==> config.mk <==
export PLATFORM = sky130hd
export DESIGN_NAME = and_bist
export DESIGN_NICKNAME = d
export VERILOG_FILES = /design/src/rtl/and_bist_pkg.sv /design/src/rtl/and_bist_lfsr.sv /design/src/rtl/and_bist.sv
export SDC_FILE = /design/constraint.sdc
export NUM_CORES = 1
export LEC_CHECK = 0
export CORE_ASPECT_RATIO = 0.7
export CORE_UTILIZATION = 35
export DETAILED_ROUTE_END_ITERATION = 10
export DONT_BUFFER_PORTS = 1
export GPL_ROUTABILITY_DRIVEN = 0
export PLACE_DENSITY = 0.48
export SLEW_MARGIN = 15
export SYNTH_ARGS = -nofsm -noshare
export SYNTH_HDL_FRONTEND = slang
export SYNTH_SLANG_ARGS = --single-unit
==> constraint.sdc <==
create_clock -name clk -period 1.5 [get_ports clk]
set_input_delay 0.225 -clock clk [delete_from_list [all_inputs] [get_ports clk]]
set_output_delay 0.225 -clock clk [all_outputs]
set_load 0.005 [all_outputs]
==> src/rtl/and_bist_pkg.sv <==
// and_bist_pkg: shared types and constants for the AND-datapath BIST sequencer.
//   state_e     - sequencer states, also exported on the top's debug port
//   NUM_FIXED   - number of fixed directed vectors
//   LFSR_SEED   - reload value of the optional pseudo-random operand source
//   LFSR_TAPS   - Galois feedback mask of that source
//   fixed_bits  - {a_bit, b_bit} of fixed vector idx at bit position pos
package and_bist_pkg;

  typedef enum logic [2:0] {
    ST_IDLE  = 3'd0,
    ST_DRIVE = 3'd1,
    ST_WAIT  = 3'd2,
    ST_CHECK = 3'd3,
    ST_DONE  = 3'd4
  } state_e;

  localparam int          NUM_FIXED = 4;
  localparam logic [15:0] LFSR_SEED = 16'hACE1;
  localparam logic [15:0] LFSR_TAPS = 16'hB400;

  // Each fixed pattern is a per-bit rule, so any WIDTH is built by looping
  // over bit positions. Vector 3 is a = ...0101, b = ...1010 (bit 0 of a is 1).
  function automatic logic [1:0] fixed_bits(input logic [1:0] idx, input int unsigned pos);
    logic [1:0] r;
    case (idx)
      2'd0:    r = 2'b00;
      2'd1:    r = 2'b10;
      2'd2:    r = 2'b11;
      default: r = pos[0] ? 2'b01 : 2'b10;
    endcase
    return r;
  endfunction

endpackage

==> src/rtl/and_bist_lfsr.sv <==
// and_bist_lfsr: 16-bit Galois LFSR (right shift, taps LFSR_TAPS).
//   clk   - clock
//   rst_n - synchronous active-low reset, loads LFSR_SEED
//   load  - reload LFSR_SEED (start of a run)
//   step  - advance one step
//   q     - current LFSR state
module and_bist_lfsr
  import and_bist_pkg::*;
(
  input  logic        clk,
  input  logic        rst_n,
  input  logic        load,
  input  logic        step,
  output logic [15:0] q
);

  logic [15:0] q_q;
  logic [15:0] q_d;

  always_comb begin
    q_d = q_q;
    if (load) begin
      q_d = LFSR_SEED;
    end else if (step) begin
      q_d = {1'b0, q_q[15:1]} ^ (q_q[0] ? LFSR_TAPS : 16'h0000);
    end
  end

  always_ff @(posedge clk) begin
    if (!rst_n) begin
      q_q <= LFSR_SEED;
    end else begin
      q_q <= q_d;
    end
  end

  assign q = q_q;

endmodule

==> src/rtl/and_bist.sv <==
// and_bist: built-in test sequencer for a WIDTH-bit bitwise AND unit.
// Drives operand pairs on a/b, waits SETTLE cycles, compares y with a & b,
// and reports a saturating mismatch count and the first failing index.
// Optional feature macro: AND_BIST_LFSR_EN appends LFSR_CNT pseudo-random
// vectors after the four fixed ones.
//   clk      - clock
//   rst_n    - synchronous active-low reset (aborts a run, no done)
//   start    - begin a run, sampled only in IDLE
//   a, b     - operands to the unit under test, held in IDLE
//   y        - result from the unit under test
//   busy     - high from the cycle after start through the DONE cycle
//   done     - one-cycle end-of-run pulse
//   pass     - err_cnt == 0
//   err_cnt  - saturating mismatch count
//   fail_idx - first failing vector index, 8'hFF if none
//   dbg_state- current sequencer state
module and_bist
  import and_bist_pkg::*;
#(
  parameter int WIDTH    = 8,
  parameter int SETTLE   = 1,
  parameter int ERR_W    = 4,
  parameter int LFSR_CNT = 16
) (
  input  logic             clk,
  input  logic             rst_n,
  input  logic             start,
  output logic [WIDTH-1:0] a,
  output logic [WIDTH-1:0] b,
  input  logic [WIDTH-1:0] y,
  output logic             busy,
  output logic             done,
  output logic             pass,
  output logic [ERR_W-1:0] err_cnt,
  output logic [7:0]       fail_idx,
  output state_e           dbg_state
);

`ifdef AND_BIST_LFSR_EN
  localparam int NUM_VEC = NUM_FIXED + LFSR_CNT;
`else
  // LFSR_CNT is kept in the parameter list so both builds share one interface.
  localparam int NUM_VEC = NUM_FIXED + 0 * LFSR_CNT;
`endif
  localparam logic [7:0] LAST_IDX  = 8'(NUM_VEC - 1);
  localparam logic [7:0] FIXED_LIM = 8'(NUM_FIXED);
  localparam int         WW        = (SETTLE > 1) ? $clog2(SETTLE) : 1;
  localparam logic [WW-1:0] WAIT_LAST = WW'(SETTLE - 1);

  state_e           state_q, state_d;
  logic [7:0]       vec_q, vec_d;
  logic [WW-1:0]    wait_q, wait_d;
  logic [WIDTH-1:0] a_q, a_d, b_q, b_d;
  logic [ERR_W-1:0] err_q, err_d;
  logic [7:0]       fail_q, fail_d;
  logic [WIDTH-1:0] vec_a, vec_b;
  logic             is_last;

  assign is_last = (vec_q == LAST_IDX);

`ifdef AND_BIST_LFSR_EN
  logic [15:0] lfsr_q;
  logic        lfsr_load;
  logic        lfsr_step;

  assign lfsr_load = (state_q == ST_IDLE) && start;
  // Step while leaving the CHECK that precedes a random vector, so each
  // random vector sees a freshly advanced LFSR in DRIVE.
  assign lfsr_step = (state_q == ST_CHECK) && !is_last && (vec_q >= FIXED_LIM - 8'd1);

  and_bist_lfsr u_lfsr (
    .clk  (clk),
    .rst_n(rst_n),
    .load (lfsr_load),
    .step (lfsr_step),
    .q    (lfsr_q)
  );
`endif

  // Operand source for the current vector index.
  always_comb begin
    vec_a = '0;
    vec_b = '0;
    if (vec_q < FIXED_LIM) begin
      for (int i = 0; i < WIDTH; i++) begin
        {vec_a[i], vec_b[i]} = fixed_bits(vec_q[1:0], i);
      end
    end else begin
`ifdef AND_BIST_LFSR_EN
      for (int i = 0; i < WIDTH; i++) begin
        vec_a[i] = lfsr_q[i % 16];
        vec_b[i] = lfsr_q[(i + WIDTH) % 16];
      end
`endif
    end
  end

  always_comb begin
    state_d = state_q;
    vec_d   = vec_q;
    wait_d  = wait_q;
    a_d     = a_q;
    b_d     = b_q;
    err_d   = err_q;
    fail_d  = fail_q;
    case (state_q)
      ST_IDLE: begin
        if (start) begin
          err_d   = '0;
          fail_d  = 8'hFF;
          vec_d   = 8'd0;
          state_d = ST_DRIVE;
        end
      end
      ST_DRIVE: begin
        a_d     = vec_a;
        b_d     = vec_b;
        wait_d  = '0;
        state_d = ST_WAIT;
      end
      ST_WAIT: begin
        if (wait_q == WAIT_LAST) begin
          state_d = ST_CHECK;
        end else begin
          wait_d = wait_q + 1'b1;
        end
      end
      ST_CHECK: begin
        if (y != (a_q & b_q)) begin
          if (err_q != {ERR_W{1'b1}}) begin
            err_d = err_q + 1'b1;
          end
          if (fail_q == 8'hFF) begin
            fail_d = vec_q;
          end
        end
        if (is_last) begin
          state_d = ST_DONE;
        end else begin
          vec_d   = vec_q + 8'd1;
          state_d = ST_DRIVE;
        end
      end
      ST_DONE: begin
        state_d = ST_IDLE;
      end
      default: begin
        state_d = ST_IDLE;
      end
    endcase
  end

  always_ff @(posedge clk) begin
    if (!rst_n) begin
      state_q <= ST_IDLE;
      vec_q   <= 8'd0;
      wait_q  <= '0;
      a_q     <= '0;
      b_q     <= '0;
      err_q   <= '0;
      fail_q  <= 8'hFF;
    end else begin
      state_q <= state_d;
      vec_q   <= vec_d;
      wait_q  <= wait_d;
      a_q     <= a_d;
      b_q     <= b_d;
      err_q   <= err_d;
      fail_q  <= fail_d;
    end
  end

  assign a         = a_q;
  assign b         = b_q;
  assign busy      = (state_q != ST_IDLE);
  assign done      = (state_q == ST_DONE);
  assign pass      = (err_q == '0);
  assign err_cnt   = err_q;
  assign fail_idx  = fail_q;
  assign dbg_state = state_q;

endmodule
==> After elaboration in Yosys (flattened, before gate mapping) <==
Cells that the tools add are included.
{ "word_totals": {"wordCells": 59, "input_bits": 11, "ff_bits": 40} }
{ "op_classes": {"order_cmp": 1, "reduce_logical": 10, "n_mux": 21, "eq_ne": 16, "bitwise": 1, "add_sub_neg": 3} }
{ "op_table": {"columns": ["cell", "n"], "rows": [
  ["$mux 8", 7],
  ["$pmux 8 s2", 2],
  ["$mux 4", 3],
  ["$ne 2x2->1 const B", 6],
  ["$pmux 3 s4", 1],
  ["$mux 3", 3],
  ["$add 8x1->8 const B", 1],
  ["$and 8x8->8", 1],
  ["$eq 8x2->1 const B", 1],
  ["$eq 8x8->1 const B", 1],
  ["$lt 8x3->1 const B", 1],
  ["$ne 8x8->1", 1],
  ["$pmux 4 s2", 1],
  ["$reduce_and 4->1", 2],
  ["$eq 3x2->1 const B", 2],
  ["$pmux 2 s3", 1],
  ["$add 4x1->4 const B", 1],
  ["$logic_not 4->1", 1],
  ["$ne 4x4->1 const B", 1],
  ["$pmux 2 s2", 1],
  ["$reduce_bool 2->1", 2],
  ["$eq 3x1->1 const B", 1],
  ["$eq 3x3->1 const B", 1],
  ["$logic_not 3->1", 1],
  ["9 further kinds", 9]
]} }

==> Longest topological paths before layout <==
Gate-level depths: netlist of run 1.
{ "depth": {"depth_word": 4, "depth_mapped": 7, "mapped_depth_nobuf": 5} }

==> Worst setup path before layout of run 1 <==
No wires, ideal clock.
{ "synth_path": {"kind": "register to register", "startpoint": "register state_q[0] (netlist: dbg_state[0])", "endpoint": "register err_q[0] (netlist: err_cnt[0])", "stages_incl_launch_ff": 7, "setup_time_ps": 128, "setup_slack_ps": -137, "arrival_ps": 1509, "period_less_slack_ps": 1637, "cell_sequence": "dfxtp_1 > buf_2 > nor4b_4 > or2_2 > clkbuf_2 > a21boi_1 > a211oi_2"} }
{ "synth_via": {"elab_chain_cells": 3, "word_cells_on_any_way": 8, "cone_classes": "4 x eq/ne; 1 x mux; 3 x reduce/logical"} }
{ "synth_lines": {"columns": ["item", "line_no", "source"], "rows": [
  ["start, declared", "and_bist.sv:50", "state_e state_q, state_d;"],
  ["start signal, assigned", "and_bist.sv:163", "state_q <= state_d;"],
  ["$eq 3x2->1 or $logic_not 3->1 (tied branches)", "and_bist.sv:106", "case (state_q)"],
  ["$ne 2x2->1 (no line) or $reduce_bool 2->1 (tied branches)", null, null],
  ["$reduce_and 4->1 (no line)", null, null],
  ["end signal, assigned", "and_bist.sv:168", "err_q <= err_d;"],
  ["end, declared", "and_bist.sv:54", "logic [ERR_W-1:0] err_q, err_d;"]
]} }
Several ways; a longest one is shown, not always the timed one.
A chain may end at the register's enable or synchronous reset.

==> Worst setup path in the final report of run 1 <==
{ "layout_path": {"startpoint": "register vec_q[4]", "endpoint": "register b_q[5] (netlist: b[5])"} }
{ "layout_via": {"elab_chain_cells": 2} }
{ "layout_lines": {"columns": ["item", "line_no", "source"], "rows": [
  ["start, declared", "and_bist.sv:51", "logic [7:0] vec_q, vec_d;"],
  ["start signal, assigned", "and_bist.sv:164", "vec_q <= vec_d;"],
  ["$lt 8x3->1", "and_bist.sv:84", "if (vec_q < FIXED_LIM) begin"],
  ["$mux 8", "and_bist.sv:84", null],
  ["end signal, assigned", "and_bist.sv:159", "b_q <= '0;"],
  ["end signal, assigned", "and_bist.sv:167", "b_q <= b_d;"],
  ["end, declared", "and_bist.sv:53", "logic [WIDTH-1:0] a_q, a_d, b_q, b_d;"]
]} }
No other way between the ends.

==> qor.yml, run 1 <==
grt:
  grt_util_all_layers_pct: 15.6
  grt_pass1_vias: 1172
  grt_first_pass_wirelength_um: 5460
  grt_start_max_net_pins: 18
  globalRoute.totalOverflow: 0
  antenna_found_initial: 0
critical_path:
  cp_data_arrival_time_ns: 1.89
  crit_type: "reg2reg"
  timing.critical_path.to_type: "flop"
  crit_required_ns: 1.71
  setup.reg_to_reg.worst_slack_ns: -0.17
  worstPathMaxFanout: 4
  worst_reg2reg_path_depth: 6
  critical_path.startpoint_type: "flop"
worst_hold_path:
  holdCritPathClass: "in2reg"
  min_delay_path_depth: 2
timing:
  setup_tns_ns: -1.04
  fin_worst_skew_ns: 0.00540
  timing_hold_violations_final: 0
  slew-limit-headroom_pct: 65.0
  hold_slack_final_ns: 0.0830
  max_slew.worst_pin.slew_ns: 0.523
  setup_viol: 9
  final_slew_viol_count: 0
  max_freq_mhz: 597
  post_route_clock_period_utilization_pct: 112
  grt_setup_unrepaired: "yes"
  period_minus_slack_ns: 1.67
  postLayoutSetupSlackWorst_ns: -0.175
finish:
  final_layout_size_suffix_gt1_share_pct: 33.9
  final.fill_count: 384
  most_common_cell_after_layout_fill_and_taps_aside: "dfxtp_1"
  fin_util_pct: 44.5
  final_nets: 189
  area.sequential_um2: 553
  final_cells: 223
  multiInputGateArea_um2: 888
  area.growth.synth_to_final_pct: 19.7
  antenna_cells: 0
  mostFrequentLayoutCells: "dfxtp_1, buf_4, nand2_1, nor2_1, nand4_1"
synthesis:
  avgSynthCellArea_um2: 9.00
  synth_enable_flop_cells: 0
  postSynthNetCount: 181
  yosysUniqueCellTypes: 46
  ys_warn_count: 0
  syn_inst: 164
  async_flop_share_pct: 0
  netlist_area_um2: 1480
  ys.flop_type: "dfxtp_1"
  synth_seq_cells: 27
  seq_area_frac_synth_pct: 36.6
power_and_ir_drop:
  powerDensity_nw_per_um2: 905
  totalPowerFinal_mw: 1.60
  p_leak_nw: 0.665
  maximum_vdd_ir_drop_mv: 0.618
floorplan:
  floorplan.initialDensity_pct: 37.2
  placement_rows: 19
  ioPinCount: 45
  core-area_um2: 3970
  fp.dieArea_um2: 4490
  chipHeight_um: 56.3
  die_width_um: 79.6
cts:
  cts-htree-levels: 1
  cts.reportedPaths.clkPinSlew_ns: 0.10
  cts_tree: "done"
  max-clock-path-buffers: 2
  clock_latency_ns: 0.28
  numCtsBuffers: 3
  clock-root-buffer: "clkbuf_8"
  cts.sinks: 27
routing:
  post-route-drc-count: 0
  finalWirelength_um: 3480
  detailedRoute.firstIterationViolations: 32
  routed-via-count: 1226
  post_drt_wl_per_cell_um: 15.6
  dr.pass1.iters: 4
  ant_nets: 0
  post_drt_via_cell_ratio: 5.50
placed_design:
  dp.cells: 214
  place_hpwl_um: 2450
  placement.io_buffers: 0
run_status:
  outcome: "finished with violations"
  violated_checks: "setup timing"
flow_run:
  max_cap_violations: 0
==> cell usage after synthesis (2+ instances only) <==
master | count | share of area (%)
dfxtp_1 | 27 | 37
nand2_1 | 16 | 4.1
nor2_1 | 14 | 3.6
buf_4 | 12 | 6.1
nand4_1 | 10 | 4.2
a21oi_1 | 9 | 3.1
o32ai_1 | 8 | 4.7
ha_1 | 6 | 5.1
nand3_1 | 5 | 1.7
xor2_1 | 5 | 3.0
inv_1 | 4 | 1.0
and3_1 | 3 | 1.3
clkbuf_1 | 3 | 0.76
nor3b_1 | 3 | 1.5
a211oi_2 | 2 | 1.7
buf_2 | 2 | 0.68
mux2i_1 | 2 | 1.4
nand2b_1 | 2 | 0.85
nor3_1 | 2 | 0.68
or2_2 | 2 | 0.85
or4_4 | 2 | 1.5
==> worst paths after layout <==
path,endpoint,start
hold / removal,dbg_state[1],rst_n
setup / recovery,b[5],vec_q[4]
hold reg to reg,fail_idx[6],fail_idx[6]
setup reg to reg,b[5],vec_q[4]
==> critical path: stages (launching register included) <==
cell	delay [ns]
dfxtp_2	0.34
or4_4	0.54
nor3_4	0.21
buf_4	0.16
buf_6	0.10
o211ai_1	0.09
a21oi_1	0.16
==> flip-flops by register name, summed over array words and instances (netlist names) <==
| name | count |
|---|---|
| dbg_state | 3 |
| err_cnt | 4 |
| a | 2 |
| vec_q | 8 |
| b | 2 |
| fail_idx | 8 |
==> power breakdown <==
group | internal (mW) | switching (mW)
sequential | 0.751 | 0.0448
combinational | 0.162 | 0.195
clock | 0.195 | 0.251
total | 1.11 | 0.491
==> layer usage <==
| metal | global-route usage, % | part of all wire [%] | wire length [um] | vias to the layer above |
|---|---|---|---|---|
| met1 | 21.0 | 48 | 1680 | 597 |
| met3 | 5.69 | 5.9 | 207 | 2 |
| met2 | 24.2 | 45 | 1570 | 29 |
| met4 | 2.60 | 0.46 | 16 | 0 |
| met5 | 0 | 0 | 0 | - |
| li1 | - | - | - | 598 |
==> timing repair <==
action,CTS,global route
buffers inserted,1,4
hold buffers,1,0
endpoints found under the setup margin,8,28
hold endpoints to repair,8,0
gates resized for setup,4,19
pin swaps,1,7
==> kinds of logic (layout without fill, tap and decap cells) <==
family | count (synthesis) | count (layout) | synth area share [%]
multiplexers | 4 | 4 | 3.14
buffers and inverters | 24 | 31 | 9.41
adder cells (fa/ha/maj) | 6 | 6 | 5.08
flip-flops | 27 | 27 | 36.6
AND/OR/NAND/NOR | 68 | 68 | 26.9
XOR/XNOR | 6 | 6 | 3.56
AO/OA/AOI/OAI | 29 | 29 | 15.3
==> cell type report <==
class,count,share of cell area (%)
multi-input combinational,113,50.3
clock buffer,3,2.34
inverter,5,1.06
tap,52,3.68
sequential,27,31.3
timing repair buffer,22,10.8
clock inverter,1,0.496
==> metrics by stage <==
step | instance area [um^2] | setup slack [ns]
after floorplan | 1510 | -0.115
after global routing | 1770 | -0.213
final | 1770 | -0.175
after detailed placement | 1570 | -0.162
after CTS | 1650 | -0.125
after global placement | 1570 | -0.149
(Power assumes the default switching activity.)
==> run 2, diff against run 1 <==
SYNTH_HIERARCHICAL = 1   (was default)
==> results of run 2 <==
No change in the layout: final DEF, timing and power equal those of run 1.
Main changes from that run: Yosys warning count 0 -> 6
==> run 3, diff against run 2 <==
CORE_UTILIZATION = 25   (was 35)
PLACE_DENSITY = 0.37   (was 0.48)
==> run 3 against run 2 <==
The run still ends with setup timing left. Hold slack got worse by 0.066 ns. Register-to-register slack better by 0.02 ns. Synthesized cell count unchanged. Sequential power about the same. Die area is 39% higher. First-iteration DRC count grew 28%. Via count down 0.41%. Synthesized area unchanged. Non-clock buffer count increased by 1. Worst setup slack improved by 0.024 ns. Utilization fell by 14 points. Critical path type unchanged. Critical endpoint is now dbg_state[2].
==> qor.yml, run 3 <==
synthesis:
  synth_seq_cells: 27  # unchanged
  synthAdderAreaFrac_pct: 5.08  # unchanged
  yosysUniqueCellTypes: 46  # unchanged
  synth_enable_flop_cells: 0  # unchanged
  synth_xor_xnor_area_share_pct: 3.56  # unchanged
  netlist_area_um2: 1480  # unchanged
  postSynthNetCount: 181  # unchanged
  combinational_family_with_the_most_area_after_synthesis: "simple AND/OR/NAND/NOR gates"
  yosys-top-cells-count: "dfxtp_1, nand2_1, nor2_1"
  ys_top_cells_by_area: "dfxtp_1, buf_4, ha_1"
  ys_warn_count: 6
  seq_area_frac_synth_pct: 36.6  # unchanged
  yosys.cell_count.top_type: "dfxtp_1"
  syn_inst: 164  # unchanged
  async_flop_share_pct: 0  # unchanged
  yosys-mux-area-fraction_pct: 3.14  # unchanged
  synth_area_leader_cell: "dfxtp_1"
  yosys.area.top_type_share_pct: 36.6  # unchanged
  post_synth_and_or_nand_nor_area_fraction_pct: 26.9  # unchanged
  ys.flop_type: "dfxtp_1"
  synth_compound_gate_area_share_pct: 15.3  # unchanged
  avgSynthCellArea_um2: 9.00  # unchanged
power_and_ir_drop:
  p_clk_share_pct: 26.8  # -1.1 points
  p_leak_nw: 0.661  # -0.58%
  power_switching_mw: 0.462  # -5.9%
  p_sw_share_pct: 29.7  # -1.0 points
  maximum_vdd_ir_drop_mv: 0.266  # -57%
  powerDensity_nw_per_um2: 884  # -2.3%
  comb_power_share_pct: 22.2  # about the same
  internal_power_mw: 1.09  # -1.3%
  power_frac_seq_pct: 51.0  # +1.3 points
grt:
  globalRoute.totalOverflow: 0  # unchanged
  grt_start_max_net_pins: 15  # -3
  grt_util_all_layers_pct: 12.2  # -3.4 points
  grt_pass1_vias: 1234  # +5.3%
  antenna_found_initial: 0  # unchanged
  grt_first_pass_wirelength_um: 5820  # +6.6%
finish:
  final.fill_count: 607  # +58%
  area.sequential_um2: 544  # -1.6%
  final_nets: 190  # +0.53%
  antenna_cells: 0  # unchanged
  final_cells: 247  # +11%
  mostFrequentLayoutCells: "dfxtp_1, buf_4, nor2_1, nand2_1, nand4_1"
  fin_util_pct: 30.9  # -14 points
  final_layout_size_suffix_gt1_share_pct: 30.8  # -3.1 points
  multiInputGateArea_um2: 863  # -2.8%
  most_common_cell_after_layout_fill_and_taps_aside: "dfxtp_1"
  area.growth.synth_to_final_pct: 19.2
cts:
  cts-htree-levels: 1  # unchanged
  clock-root-buffer: "clkbuf_8"
  max-clock-path-buffers: 2  # unchanged
  cts.reportedPaths.clkPinSlew_ns: 0.09  # about the same
  numCtsBuffers: 3  # unchanged
  cts.sinks: 27  # unchanged
  clock_latency_ns: 0.27  # about the same
  cts_tree: "done"
critical_path:
  worst-path-buf-inv: 2  # unchanged
  cp_data_arrival_time_ns: 1.86  # -0.03 ns
  worstPathMaxFanout: 4  # unchanged
  worstPathCellList: "or4_4, nor3_4, nand3_2, buf_4, buf_6, nor2_1"
  critical_path.startpoint_type: "flop"
  worst_path_dominant_cell_family: "simple AND/OR/NAND/NOR gates"
  crit_required_ns: 1.71  # about the same
  cp_slowest_stage_delay_ns: 0.56  # +0.02 ns
  timing.critical_path.to_type: "flop"
  crit_type: "reg2reg"
  crit_path_top_delay_cell: "or4_4"
  setup.reg_to_reg.worst_slack_ns: -0.15  # +0.02 ns
timing:
  fin_worst_skew_ns: 0.00386  # -0.00154 ns
  final_slew_viol_count: 0  # unchanged
  setup_viol: 8  # -1
  period_minus_slack_ns: 1.65  # -0.0239 ns
  postLayoutSetupSlackWorst_ns: -0.151  # +0.0239 ns
  slew-limit-headroom_pct: 72.0  # +7.0 points
  max_slew.worst_pin.slew_ns: 0.419  # -0.104 ns
  post_route_clock_period_utilization_pct: 110  # -1.6 points
  max_freq_mhz: 606  # +1.5%
  setup_tns_ns: -0.826  # +0.218 ns
  timing_hold_violations_final: 0  # unchanged
  grt_setup_unrepaired: "yes"
routing:
  ant_nets: 0  # unchanged
  detailedRoute.firstIterationViolations: 41  # +28%
  dr.pass1.iters: 4  # unchanged
  post-route-drc-count: 0  # unchanged
  finalWirelength_um: 3580  # +3.0%
  post_drt_via_cell_ratio: 4.94  # -10%
  post_drt_wl_per_cell_um: 14.5  # -7.0%
  routed-via-count: 1221  # -0.41%
floorplan:
  fp.dieArea_um2: 6220  # +39%
  placement_rows: 23  # +4
  core-area_um2: 5700  # +44%
  ioPinCount: 45  # unchanged
  floorplan.initialDensity_pct: 25.9  # -11 points
  die_width_um: 93.9  # +18%
  chipHeight_um: 66.3  # +18%
run_status:
  violated_checks: "setup timing"
  outcome: "finished with violations"
worst_hold_path:
  holdCritPathClass: "in2reg"
placed_design:
  place_hpwl_um: 2720  # +11%
  dpl_worst_slack_ns: -0.152  # +0.00936 ns
  dp.cells: 240  # +12%
  placement.io_buffers: 0  # unchanged
flow_run:
  max_cap_violations: 0  # unchanged
-- run 3: area by class of cell --
class                           instances  area share [%]
Clock buffer                            4            2.56
Timing Repair Buffer                   23            11.0
Tap cell                               75            5.33
Multi-Input combinational cell        113            49.1
Sequential cell                        27            30.9
Inverter                                5            1.07
-- run 3: logic make-up after synthesis --
logic type / after synthesis
adder cells (fa/ha/maj): 6
AO/OA/AOI/OAI: 29
flip-flops: 27
AND/OR/NAND/NOR: 68
XOR/XNOR: 6
multiplexers: 4
buffers and inverters: 24
-- run 3: path summary, 6_finish.rpt --
check / end / cells after the start / startpoint
setup / recovery: dbg_state[2] / 6 / vec_q[4]
hold / removal: fail_idx[2] / 1 / rst_n
setup reg to reg: dbg_state[2] / 6 / vec_q[4]
hold reg to reg: fail_idx[2] / 2 / fail_idx[2]
-- run 3: power groups by stage --
stage	combinational (mW)	clock, mW	sequential (mW)
after floorplan	0.264	0	0.793
after global placement	0.304	0	0.807
after detailed placement	0.314	0	0.808
after CTS	0.318	0.444	0.791
after global routing	0.381	0.467	0.799
final	0.345	0.418	0.793
-- run 3: worst register-to-register path, cell delays in order (launching register included) --
cell	delay (ns)
dfxtp_2	0.34
or4_4	0.56
nor3_4	0.21
nand3_2	0.14
buf_4	0.17
buf_6	0.10
nor2_1	0.08
-- run 3: layer usage --
metal | vias up | GRT usage, % | part of all wire [%]
li1 | 601 | - | -
met1 | 600 | 16.0 | 51
met2 | 18 | 19.9 | 45
met3 | 2 | 3.45 | 3.8
met4 | 0 | 2.88 | 0.78
met5 | - | 0 | 0
-- run 3: stage by stage --
stage / hold slack, ns / area, um^2 / total power [mW]
floorplan: 0.373 / 1510 / 1.06
global placement: 0.294 / 1630 / 1.11
detailed placement: 0.295 / 1630 / 1.12
CTS: 0.00221 / 1700 / 1.55
global route: 0.000430 / 1760 / 1.65
finish: 0.0170 / 1760 / 1.56
-- run 3: repair_timing --
item,in CTS,in global routing
hold buffers,1,1
resized for setup,2,10
pin swaps,1,2
buffers inserted,1,0
endpoints found under the setup margin,8,14
hold endpoints to repair,2,1
==> RTL edit 1 (flow settings as in run 3) <==
`b_q` no longer has a reset.
--- a/src/rtl/and_bist.sv
+++ b/src/rtl/and_bist.sv
@@ -156,7 +156,6 @@
       vec_q   <= 8'd0;
       wait_q  <= '0;
       a_q     <= '0;
-      b_q     <= '0;
       err_q   <= '0;
       fail_q  <= 8'hFF;
     end else begin
@@ -164,10 +163,13 @@
       vec_q   <= vec_d;
       wait_q  <= wait_d;
       a_q     <= a_d;
-      b_q     <= b_d;
       err_q   <= err_d;
       fail_q  <= fail_d;
     end
+  end
+
+  always_ff @(posedge clk) begin
+    b_q <= b_d;
   end
 
   assign a         = a_q;
Function: differs if rst_n is asserted again (counterexample within 10 cycles, from zero or initial values and one cycle with rst_n low); with rst_n held inactive, the same outputs for 10 cycles.
==> RTL edit 1 against run 3 <==
Sequential power about the same; the run still ends with negative setup slack left; routed wire length increased by 10%; final area increased by 9.2%; clock skew increased by 0.0015 ns; non-clock buffer count increased by 18; worst setup slack improved by 0.084 ns; total power increased by 6.9%; global-route usage increased by 0.46 points; area after synthesis decreased by 4.2%; die area decreased by 4.1%; sequential cell count unchanged.
==> RTL edit 1: results (changes against run 3) <==
p_int_w: 0.001181  # was 0.001094 W
grt_util_all_layers_pct: 12.70  # was 12.24%
fill_cells: 555  # was 607
r2r_end: "err_cnt[0]"  # was dbg_state[2]
critical_path.max_stage_delay_ns: 0.39  # was 0.56 ns
first_global_vias: 1159  # was 1,234
syn_area_per_cell_um2: 8.728  # was 9.003 um2
drive_gt1_share_pct: 39.47  # was 30.81%
synth_area_leaders: "dfxtp_1, buf_4, ha_1"  # unchanged
dr.pass1.iters: 6  # was 4
syn_nets: 179  # was 181
grt_use_met3_pct: 4.108  # was 3.448%
critPathMaxFanout: 6  # was 4
finalWorstSetupSlack_ns: -0.06713  # was -0.1507 ns
hpwl_mm: 2.748  # was 2.720 mm
outcome: "finished with violations"  # unchanged
fin_area_um2: 1922  # was 1759 um2
synth_edf_count: 2  # was 0
comb_power_share_pct: 26.9  # was 22.2%
worstPathArrival_ns: 1.73  # was 1.86 ns
routed-wl-met2_mm: 1.724  # was 1.597 mm
placedInstanceArea_um2: 1668  # was 1633 um2
r2r_cells: 5  # was 6
finalSetupViolCount: 18  # was 8
place_ws_ns: -0.1514  # was -0.1523 ns
placed_cells: 249  # was 240
fin_setup_tns_ns: -0.7225  # was -0.8261 ns
wl_met3_um: 202  # was 135 um
relSlewSlack_pct: 75.26  # was 72.00%
violations: "negative setup slack"  # unchanged
min_to: "fail_idx[6]"  # was fail_idx[2]
via_per_inst: 4.744  # was 4.943
power.leakage_nw: 0.7575  # was 0.6613 nW
wl_per_cell_um: 15.06  # was 14.51 um
ys_seq_area_share_pct: 39.65  # was 36.61%
vdd_drop_max_mv: 0.2798  # was 0.2660 mV
holdWs_ns: 0.006727  # was 0.01697 ns
synthTopCellsByCount: "dfxtp_1, nand2_1, nor2_1"  # unchanged
RTL edit 1: cell count changes after synthesis, moves of 2 or more:
cell	delta
mux2i_2	+2
dfxtp_1	-2
nand3_1	+3
o32ai_1	-6
nand2_1	+3
nand4_1	-2
o22ai_1	+8
a21oi_1	-6
a31oi_1	+2
or2_2	-2
edfxtp_1	+2
nor2_1	+3
nor3_1	-2
inv_1	+3
RTL edit 1: worst max-delay path by stage:
stage / start / to / slack [ns] / depth (start not counted)
after global placement: vec_q[4] / vec_q[0] / -0.13 / 6
after floorplan: dbg_state[1] / vec_q[6] / -0.05 / 7
after CTS: b[5] / fail_idx[5] / -0.05 / 5
final: dbg_state[0] / err_cnt[0] / -0.07 / 5
after global routing: b[6] / fail_idx[1] / -0.15 / 5
after detailed placement: vec_q[4] / vec_q[0] / -0.15 / 6
RTL edit 1: area by class of cell:
| class | count | area share (%) |
|---|---|---|
| clock buffer | 4 | 2.344 |
| inverter | 8 | 1.563 |
| multi-input combinational | 110 | 43.62 |
| sequential | 27 | 29.62 |
| tap | 72 | 4.688 |
| timing repair buffer | 41 | 18.16 |
RTL edit 1: cells by family (layout without fill, tap and decap cells):
kind of cell | Yosys count | count (layout) | synth area share (%)
muxes | 3 | 3 | 2.655
and+or+nand+nor | 68 | 68 | 24.34
adders and majority gates | 6 | 6 | 5.310
AOI/OAI and AO/OA | 26 | 26 | 13.45
xor gates and xnor gates | 7 | 7 | 4.336
buffers and inverters | 25 | 53 | 10.27
DFF | 27 | 27 | 39.65
RTL edit 1: repair_timing:
action                                  CTS  global route
resized for setup                         6            24
setup buffers                             4             5
endpoints found under the hold margin     0             0
gates cloned                              0             1
pin swaps                                16            22
endpoints found under the setup margin   21            24
==> RTL edit 2 (flow settings as in run 3) <==
Made on the original files. `ERR_W`: 4 -> 6.
--- a/src/rtl/and_bist.sv
+++ b/src/rtl/and_bist.sv
@@ -19,7 +19,7 @@
 #(
   parameter int WIDTH    = 8,
   parameter int SETTLE   = 1,
-  parameter int ERR_W    = 4,
+  parameter int ERR_W    = 6,
   parameter int LFSR_CNT = 16
 ) (
   input  logic             clk,
Ports: changed (resized err_cnt); port bits go from 45 to 47. No check against the original RTL was run, so the function may have changed too.
==> RTL edit 2 against run 3 <==
The run still ends with negative setup slack left; core utilization up 3.6 points; critical path depth grew 1; die area increased by 4.8%; count of clock-buffer cells in the layout grew 3; synthesized cell count grew 9.8%; sequential cell count increased by 2; total power up 21%; critical path type unchanged; routed wire length increased by 16%; area after synthesis is 4.9% higher; worst setup slack improved by 0.0067 ns; clock skew is 0.0045 ns higher; final area rose by 14%.
==> RTL edit 2: results (changes against run 3) <==
grt_pass1_wl_mm: 6.279  # was 5.816 mm
r2r_cells: 7  # was 6
synth.distinct_cells: 41  # was 46
violations: "negative setup slack"  # unchanged
clk_pin_slew_ns: 0.06  # was 0.09 ns
worstSkewPairLatency_ns: 0.29  # was 0.27 ns
finalWorstSetupSlack_ns: -0.1440  # was -0.1507 ns
pg_seq_w: 0.000833  # was 0.000793 W
first_global_vias: 1312  # was 1,234
place_ws_ns: -0.1904  # was -0.1523 ns
finalSetupViolCount: 21  # was 8
critical_path.max_stage_delay_ns: 0.54  # was 0.56 ns
ctsResizeCount: 14  # was 2
outcome: "finished with violations"  # unchanged
holdWs_ns: 0.01404  # was 0.01697 ns
p_clk_w: 0.000712  # was 0.000418 W
placed_cells: 268  # was 240
grt_util_all_layers_pct: 13.49  # was 12.24%
syn_nets: 197  # was 181
vdd_drop_max_mv: 0.3596  # was 0.2660 mV
finalWirelength_mm: 4.144  # was 3.583 mm
r2r_end: "dbg_state[0]"  # was dbg_state[2]
worstPathArrival_ns: 1.82  # was 1.86 ns
clock_skew_ns: 0.008394  # was 0.003865 ns
numCtsBuffers: 5  # was 3
grt_max_degree: 21  # was 15
hpwl_mm: 3.112  # was 2.720 mm
## RTL edit 2: cell count changes after synthesis, moves of 3 or more
cell | before | now
nor2_1 | 14 | 17
o22ai_1 | 0 | 8
nand2_1 | 16 | 23
a21oi_1 | 9 | 3
xor2_1 | 5 | 2
o32ai_1 | 8 | 1
xnor2_1 | 1 | 5
mux2i_1 | 2 | 8
nand3_1 | 5 | 9
## RTL edit 2: cells by family (layout without fill, tap and decap cells)
logic type | Yosys count | count (layout) | share of synthesized area (%)
xor gates and xnor gates | 7 | 7 | 3.958
DFF | 29 | 29 | 37.48
AOI/OAI and AO/OA | 22 | 22 | 10.50
adders and majority gates | 6 | 6 | 4.846
muxes | 8 | 8 | 5.170
buffers and inverters | 25 | 49 | 10.10
and+or+nand+nor | 83 | 83 | 27.95
## RTL edit 2: per-stage QoR
stage / cell area [um2] / util, % / power [W]
3_3_place_gp: 1767 / 30.24 / 0.001137
2_1_floorplan: 1567 / - / 0.001060
4_1_cts: 1937 / 33.15 / 0.001886
6_report: 2013 / 34.46 / 0.001884
5_1_grt: 2013 / 34.46 / 0.001979
3_5_place_dp: 1767 / 30.24 / 0.001144
## RTL edit 2: cell type report
type / count / area (um2)
clock buffers: 7 / 96.34
clock inverters: 1 / 5.005
fillers: 603 / 3829
inverters: 6 / 22.52
multi-input cells: 126 / 930.9
flip-flops and latches: 29 / 586.8
well taps: 75 / 93.84
repair buffers: 35 / 277.8
## RTL edit 2: routing by layer
layer  share of wire, %  global-route usage [%]  routed length, um
met5                  0                       0                  0
met2                 44                   20.30               1818
met3                6.0                   5.556                250
met4                1.2                   4.851                 50
met1                 49                   17.32               2024
